## config.mk

```make
export PLATFORM = sky130hd
export DESIGN_NAME = match_logger
export DESIGN_NICKNAME = d
export VERILOG_FILES = /design/src/rtl/ml_pkg.sv /design/src/rtl/ml_fifo.sv /design/src/rtl/match_logger.sv
export SDC_FILE = /design/constraint.sdc
export NUM_CORES = 1
export LEC_CHECK = 0
export CORE_MARGIN = 4
export CORE_UTILIZATION = 40
export DETAILED_ROUTE_END_ITERATION = 10
export PLACE_DENSITY = 0.6
export SLEW_MARGIN = 40
export SYNTH_ARGS = -nofsm -noshare
export SYNTH_HDL_FRONTEND = slang
export SYNTH_HIERARCHICAL = 1
export SYNTH_SLANG_ARGS = --single-unit
```

## constraint.sdc

```tcl
create_clock -name clk -period 2.4 [get_ports clk]
set_input_delay 0.24 -clock clk [delete_from_list [all_inputs] [get_ports clk]]
set_output_delay 0.24 -clock clk [all_outputs]
set_load 0.02 [all_outputs]
```

## src/rtl/ml_pkg.sv

```systemverilog
// Shared defaults and helpers for the match logger slice.
package ml_pkg;

    localparam int PW_DEF    = 16;
    localparam int DEPTH_DEF = 4;
    localparam int MCNT_MAX  = 255;

    // FIFO control bundle driven by the logger each cycle.
    typedef struct packed {
        logic push;
        logic pop;
        logic clr;
    } fifo_ctl_t;

    function automatic logic [7:0] sat_inc(input logic [7:0] v);
        return (v == 8'(MCNT_MAX)) ? v : v + 8'd1;
    endfunction

endpackage

```

## src/rtl/ml_fifo.sv

```systemverilog
// Position FIFO: power-of-two ring with a 0..DEPTH occupancy counter.
module ml_fifo
    import ml_pkg::*;
#(
    parameter int W     = PW_DEF,
    parameter int DEPTH = DEPTH_DEF
) (
    input  logic         clk,
    input  logic         rst,
    input  fifo_ctl_t    ctl,
    input  logic [W-1:0] wdata,
    output logic [W-1:0] rdata,
    output logic         full,
    output logic         empty
);

    localparam int AW = $clog2(DEPTH);

    logic [W-1:0]  mem [DEPTH];
    logic [AW-1:0] wr_ptr;
    logic [AW-1:0] rd_ptr;
    logic [AW:0]   occ;
    logic          do_pop;
    logic          do_push;

    assign full  = (occ == (AW+1)'(DEPTH));
    assign empty = (occ == '0);

    // A pop in the same cycle frees the slot, so a push into a full FIFO is accepted.
    assign do_pop  = ctl.pop & ~empty;
    assign do_push = ctl.push & (~full | do_pop);

    always_ff @(posedge clk or negedge rst) begin
        if (!rst) begin
            wr_ptr <= '0;
            rd_ptr <= '0;
            occ    <= '0;
        end else if (ctl.clr) begin
            wr_ptr <= '0;
            rd_ptr <= '0;
            occ    <= '0;
        end else begin
            if (do_push) wr_ptr <= wr_ptr + AW'(1);
            if (do_pop)  rd_ptr <= rd_ptr + AW'(1);
            occ <= occ + (AW+1)'(do_push) - (AW+1)'(do_pop);
        end
    end

    always_ff @(posedge clk) begin
        if (do_push && !ctl.clr) mem[wr_ptr] <= wdata;
    end

    // Storage is not reset; masking keeps the head at zero whenever nothing is queued.
    assign rdata = empty ? '0 : mem[rd_ptr];

endmodule

```

## src/rtl/match_logger.sv

```systemverilog
// Logs the byte position of every detector match into a small FIFO,
// with a saturating match count and a sticky drop flag.
module match_logger
    import ml_pkg::*;
#(
    parameter int PW    = PW_DEF,
    parameter int DEPTH = DEPTH_DEF
) (
    input  logic          clk,
    input  logic          rst,
    input  logic          en,
    input  logic          eureka,
    input  logic          clr,
    input  logic          pos_ready,
    output logic          pos_valid,
    output logic [PW-1:0] pos_data,
    output logic [7:0]    match_cnt,
    output logic          overflow,
    output logic          full
);

    logic [PW-1:0] pos_cnt;
    logic          match;
    logic          empty;
    logic          popping;
    fifo_ctl_t     ctl;

    assign match     = en & eureka;
    assign pos_valid = ~empty;
    assign popping   = pos_ready & pos_valid;
    assign ctl       = '{push: match, pop: pos_ready, clr: clr};

    ml_fifo #(
        .W     (PW),
        .DEPTH (DEPTH)
    ) u_fifo (
        .clk   (clk),
        .rst   (rst),
        .ctl   (ctl),
        .wdata (pos_cnt),
        .rdata (pos_data),
        .full  (full),
        .empty (empty)
    );

    always_ff @(posedge clk or negedge rst) begin
        if (!rst) begin
            pos_cnt   <= '0;
            match_cnt <= '0;
            overflow  <= 1'b0;
        end else if (clr) begin
            pos_cnt   <= '0;
            match_cnt <= '0;
            overflow  <= 1'b0;
        end else begin
            if (en)    pos_cnt   <= pos_cnt + PW'(1);
            if (match) match_cnt <= sat_inc(match_cnt);
            if (match && full && !popping) overflow <= 1'b1;
        end
    end

endmodule

```

# ---- After elaboration in Yosys (flattened, before gate mapping)
# Memories as Yosys holds them, arrays and structs flattened.
# Index checks and enable logic that the tools add are counted.
dict set report totals {
  ramBits 64
  in_bits 6
  memories 1
  elab_cells 49
  register_bits 32
  output_inout_bits 27
}
# memory words width read_ports rd_clocked_by_memory_dff wr line_no
set memory_table {}
lappend memory_table {u_fifo.mem 4 16 1 0 1 ml_fifo.sv:19} ;# logic [W-1:0] mem [DEPTH];
dict set report classes {
  bitwise_logic 6
  addsub 6
  muxes 15
  eq_ne 3
  reduce_logical 12
}
# op n
set op_table {}
lappend op_table {{16-bit 2-to-1 mux} 3}
lappend op_table {{8-bit 2-to-1 mux} 3}
lappend op_table {{16-bit by 1-bit adder with 16-bit output (second input constant)} 1}
lappend op_table {{2-bit nonzero test} 5}
lappend op_table {{8-bit by 1-bit adder with 8-bit output (second input constant)} 1}
lappend op_table {{8-bit equality test (second input constant)} 1}
lappend op_table {{2-bit 2-to-1 mux} 4}
lappend op_table {{2-bit by 1-bit adder with 2-bit output (second input constant)} 2}
lappend op_table {{1-bit 2-to-1 mux} 4}
lappend op_table {{3-bit by 1-bit adder with 3-bit output} 1}
lappend op_table {{1-bit AND} 3}
lappend op_table {{3-bit equality test (second input constant)} 1}
lappend op_table {{1-bit logical AND} 3}
lappend op_table {{3-bit zero test} 1}
lappend op_table {{3-bit 2-to-1 mux} 1}
lappend op_table {{3-bit by 1-bit subtractor with 3-bit output} 1}
lappend op_table {{1-bit zero test} 2}
lappend op_table {{2-bit inequality test (second input constant)} 1}
lappend op_table {{1-bit NOT} 2}
lappend op_table {{2-bit AND reduction} 1}
lappend op_table {{1-bit bitwise OR} 1}

# ---- Depth between registers and ports, before layout
dict set report depth {
  ltp_word 8
  mapped_depth 10
  depth_no_buf 9
}

# ---- Hierarchy
# Netlist, hierarchy kept.
# mod seq_area_each_um2 n_inst cells_each area_each_um2
set modules_own_cells {}
lappend modules_own_cells {ml_fifo 2097.0 1 148 2919.0}
lappend modules_own_cells {match_logger 625.6 1 130 1280.0}

# ---- Worst setup path after synthesis
# OpenSTA, ideal clock, no wires.
dict set report synth_timing {
  path_type {register to register}
  startpoint {register u_fifo.occ[2]}
  endpoint {memory u_fifo/mem[0][0] (netlist bit), enable pin}
  t_required_ns 1.987
  arrival_time_ns 2.013
  setup_slack_ns -0.026
  setup_ns 0.413
  n_path_buf 0
  synth_period_minus_slack_ns 2.426
  stages_incl_launch_ff 4
  cell_sequence {dfrtp_1 > or3b_1 > o21ai_0 > nor3b_1}
}
dict set report synth_via {
  elab_chain_cells 8
  elab_cells_between_ends 10
  classes_between {eq/ne: 1; mux: 2; bitwise: 5; reduce/logical: 2}
}
# element line_no
set synth_lines {}
lappend synth_lines {{start, declared} ml_fifo.sv:22} ;# logic [AW:0] occ;
lappend synth_lines {{start signal, assigned} ml_fifo.sv:45} ;# occ <= occ + (AW+1)'(do_push) - (AW+1)'(do_pop);
lappend synth_lines {{3-bit zero test} ml_fifo.sv:27} ;# assign empty = (occ == '0);
lappend synth_lines {{1-bit NOT} ml_fifo.sv:30} ;# assign do_pop = ctl.pop & ~empty;
lappend synth_lines {{1-bit AND} ml_fifo.sv:30}
lappend synth_lines {{1-bit bitwise OR (*)} ml_fifo.sv:31} ;# assign do_push = ctl.push & (~full | do_pop);
lappend synth_lines {{1-bit AND (*)} ml_fifo.sv:31}
lappend synth_lines {{1-bit logical AND (*)} ml_fifo.sv:50} ;# if (do_push && !ctl.clr) mem[wr_ptr] <= wdata;
lappend synth_lines {{1-bit 2-to-1 mux (*)} ml_fifo.sv:50}
lappend synth_lines {{1-bit 2-to-1 mux (implied by the code) (*)} ml_fifo.sv:50}
lappend synth_lines {{end, declared} ml_fifo.sv:19}
# Mark *: on every way between the ends. The rest lies on a longest branch, timed or not.

# ---- Worst setup path in the final report
dict set report layout_timing {
  startpoint {register u_fifo.occ[1]}
  endpoint {register u_fifo.occ[2]}
}
dict set report layout_via {
  elab_chain_cells 8
  elab_cells_between_ends 10
  classes_between {add/sub: 2; eq/ne: 1; mux: 1; bitwise: 5; reduce/logical: 1}
}
# element line_no
set layout_lines {}
lappend layout_lines {{3-bit zero test} ml_fifo.sv:27}
lappend layout_lines {{1-bit NOT} ml_fifo.sv:30}
lappend layout_lines {{1-bit AND} ml_fifo.sv:30}
lappend layout_lines {{1-bit bitwise OR} ml_fifo.sv:31}
lappend layout_lines {{1-bit AND} ml_fifo.sv:31}
lappend layout_lines {{3-bit by 1-bit adder with 3-bit output} ml_fifo.sv:45}
lappend layout_lines {{3-bit by 1-bit subtractor with 3-bit output (*)} ml_fifo.sv:45}
lappend layout_lines {{3-bit 2-to-1 mux (*)} ml_fifo.sv:38} ;# end else if (ctl.clr) begin
# Marked as above.
# A chain may end at the register's enable or synchronous reset.

==> impl_results.md <==
* Status: finished, final reports clean
* Crit-path slowest cell: o31ai_1
* Antenna violations before repair at 0
* Net count after synthesis at 292
* Inserted Diodes at 0
* Vias post-DR at 2357
* TritonRoute pass-1 iters at 4
* RePlAce Congestion at roughly 0.82
* Number of enable flip-flop cells after synthesis at 64
* Netlist cell types at 45
* Lkg Pwr at 1.95 nW
* Global-route wire length before repair at 12700 um
* Initial DRC count at 87
* Crit. End Element: register
* Total Nets Final at between 300 and 400
* Row cnt at 37
* Clk Latency, worst-skew pair at 0.35 ns
* DRC violations left at 0
* Dpl cells at 451
* Initial Util at 0.409
* WL/cell at approximately 16 um
* Non-filler cells, final at around 470
* Minimum clock period at 2.19 ns
* H-tree Lvls at 3
* Post-CTS resize count at 10
* CP cell instances: o31ai_1 -> a21o_1 -> ha_1 -> inv_1 -> fa_1 -> xor2_1 -> and2_1 -> nor3_1
* Ys flop type: edfxtp_1
* Startpoint Class: register
* Synth warn at 6
* Type of the worst setup path: reg -> reg
* Die area at 12200 sq um
* Total power at 4.05 mW
* Fin Setup TNS at 0 ns
* Routed WL at 7500 um
* Root Driver: clkbuf_8
* WHS at 0.275 ns
* Worst hold-check path type: in -> async
* Max_slew headroom at 0.540
* Setup Skew at 0.00780 ns
* CTS tree: done
* Num CTS Buffers at 9
* Fmax at 0.457 GHz
* Layout cells sized above 1 at 0.175
* Vias per cell at 5.05
* Die W at 110 um
* #FFs+latches synth at 96
* Clock slew at reported path FFs at 0.09 ns
* Ports at 33
* Slew of the pin with the lowest slew margin at slightly below 0.7 ns
* # setup viols final at 0
* Yosys top cell by area: edfxtp_1
* Asr flop ratio synth at 0.333
* Worst path required time at 2.67 ns
* Number of max-cap violations at 0
* Pre-CTS setup slack at 0.0204 ns
* RSZ-0062 raised after global routing: false
* Arrival time at the worst endpoint at 2.46 ns
* IO buf count at 32
* Commonest cells in the synthesized netlist: edfxtp_1, dfrtp_1, nor2_1
* Top cells by area, synth: edfxtp_1, dfrtp_1, mux4_2, nor2_1, ha_1
* Die height at 110 um
* # clock sinks at 96
* Sequential area share after synthesis at 0.648
* Worst ir drop on vdd at 0.527 mV
* Vias in the first global route at roughly 2500
* Register-to-Register Path Depth at 8
* Post-DRT Antenna Nets at 0
* Clock buffer depth at 2
* Power Dens Cells at 814 nW/um^2
* Yosys top cell area share at 0.458
* DPL Wire Length at 4840 um
* Most common cell in the synthesized netlist: edfxtp_1
* Largest net degree at the start of global routing at 33
* Slowest cell delay on critical path at between 0.4 and 0.5 ns
* Syn_area_per_cell at 15.1 sq um
* Final period utilization at 0.913
* Post-Syn Instances at 278
* Post-CTS Hold Fix Bufs at 0
* Worst setup margin at around 0.21 ns
* Area Overhead vs Synth at 18.5%
* Slew Viols, Final at 0
* Worst-path maximum fanout at 6
* Final Hold Violating Endpoints at 0
* GRT overflow at 0
* Total Routing Usage GR at 0.132
* Number of setup buffers added after CTS at 0
* Netlist Area Pre-Place at approximately 4200 sq um
* Core Region at ~10000 sq um
## placed cells by master, fill, tap and decap left out, types with 7 or more instances in the layout
master / n
buf_4: 10
clkbuf_8: 9
clkdlybuf4s50_1: 16
dfrtp_1: 32
dlygate4sd2_1: 9
dlymetal6s2s_1: 7
edfxtp_1: 64
ha_1: 7
inv_1: 7
mux4_2: 15
nand2_1: 9
nand4_1: 7
nor2_1: 29
nor2b_1: 14
xor2_1: 10
## registers in the layout, summed over array words and instances (netlist names)
name / cells
overflow: 1
pos_cnt: 16
u_fifo/occ: 3
u_fifo/wr_ptr: 2
u_fifo/mem: 64
match_cnt: 8
u_fifo/rd_ptr: 2
## cell families after synthesis
| logic type | after synthesis | share of synthesized area |
|---|---|---|
| buffers and inverters | 18 | 0.0310 |
| XOR/XNOR | 15 | 0.0313 |
| multiplexers | 21 | 0.0998 |
| AO/OA/AOI/OAI | 23 | 0.0352 |
| adder cells (fa/ha/maj) | 8 | 0.0256 |
| flip-flops | 96 | 0.648 |
| AND/OR/NAND/NOR | 97 | 0.129 |
## metrics by stage
step | instance area [sq um] | util
after floorplan | 4200 | -
after global placement | 4780 | 0.465
after detailed placement | 4780 | 0.465
after CTS | 4950 | 0.482
after global routing | 4980 | 0.484
final | 4980 | 0.484
## metal layers
| layer | global-route usage | routed length (um) | vias to the layer above |
|---|---|---|---|
| met4 | 0.0411 | 102 | 0 |
| met2 | 0.224 | 3750 | 42 |
| met3 | 0.0323 | 198 | 9 |
| met5 | 0 | 0 | - |
| li1 | - | - | 1133 |
| met1 | 0.167 | 3460 | 1173 |
## worst max-delay path, delay by kind of cell (launching register included)
| family | cells | cell delay (ns) |
|---|---|---|
| and+or+nand+nor | 2 | 0.30 |
| adders and majority gates | 2 | 0.50 |
| AOI/OAI and AO/OA | 2 | 0.65 |
| buffers and inverters | 1 | 0.05 |
| xor gates and xnor gates | 1 | 0.16 |
| DFF | 1 | 0.46 |
## path summary, 6_finish.rpt
| check | slack [ns] | from | to |
|---|---|---|---|
| worst min-delay path | 0.27 | rst | u_fifo/wr_ptr[0]$_DFFE_PN0P_ |
| worst max register to register | 0.21 | u_fifo/occ[1]$_DFF_PN0_ | u_fifo/occ[2]$_DFF_PN0_ |
| max in group asynchronous | 1.82 | rst | pos_cnt[3]$_DFFE_PN0P_ |
| worst max-delay path | 0.21 | u_fifo/occ[1]$_DFF_PN0_ | u_fifo/occ[2]$_DFF_PN0_ |
| worst min register to register | 0.52 | overflow$_DFFE_PN0P_ | overflow$_DFFE_PN0P_ |
| min in group clk | 0.52 | overflow$_DFFE_PN0P_ | overflow$_DFFE_PN0P_ |
## power breakdown
part           switching (mW)  leakage (nW)  internal [mW]
Clock                   0.574        0.0825          0.393
Sequential             0.0500          1.05           1.81
Combinational           0.622         0.817          0.600
Total                    1.25          1.95           2.81
## final cells by class
class / count / area [sq um]
clock buffer: 10 / 128
clock inverter: 6 / 53.8
fill: 912 / 5300
inverter: 7 / 26.3
multi-input combinational: 164 / 1370
sequential: 96 / 2720
tap: 136 / 170
timing repair buffer: 48 / 504
No activity file was read; power rests on OpenSTA's default activity.
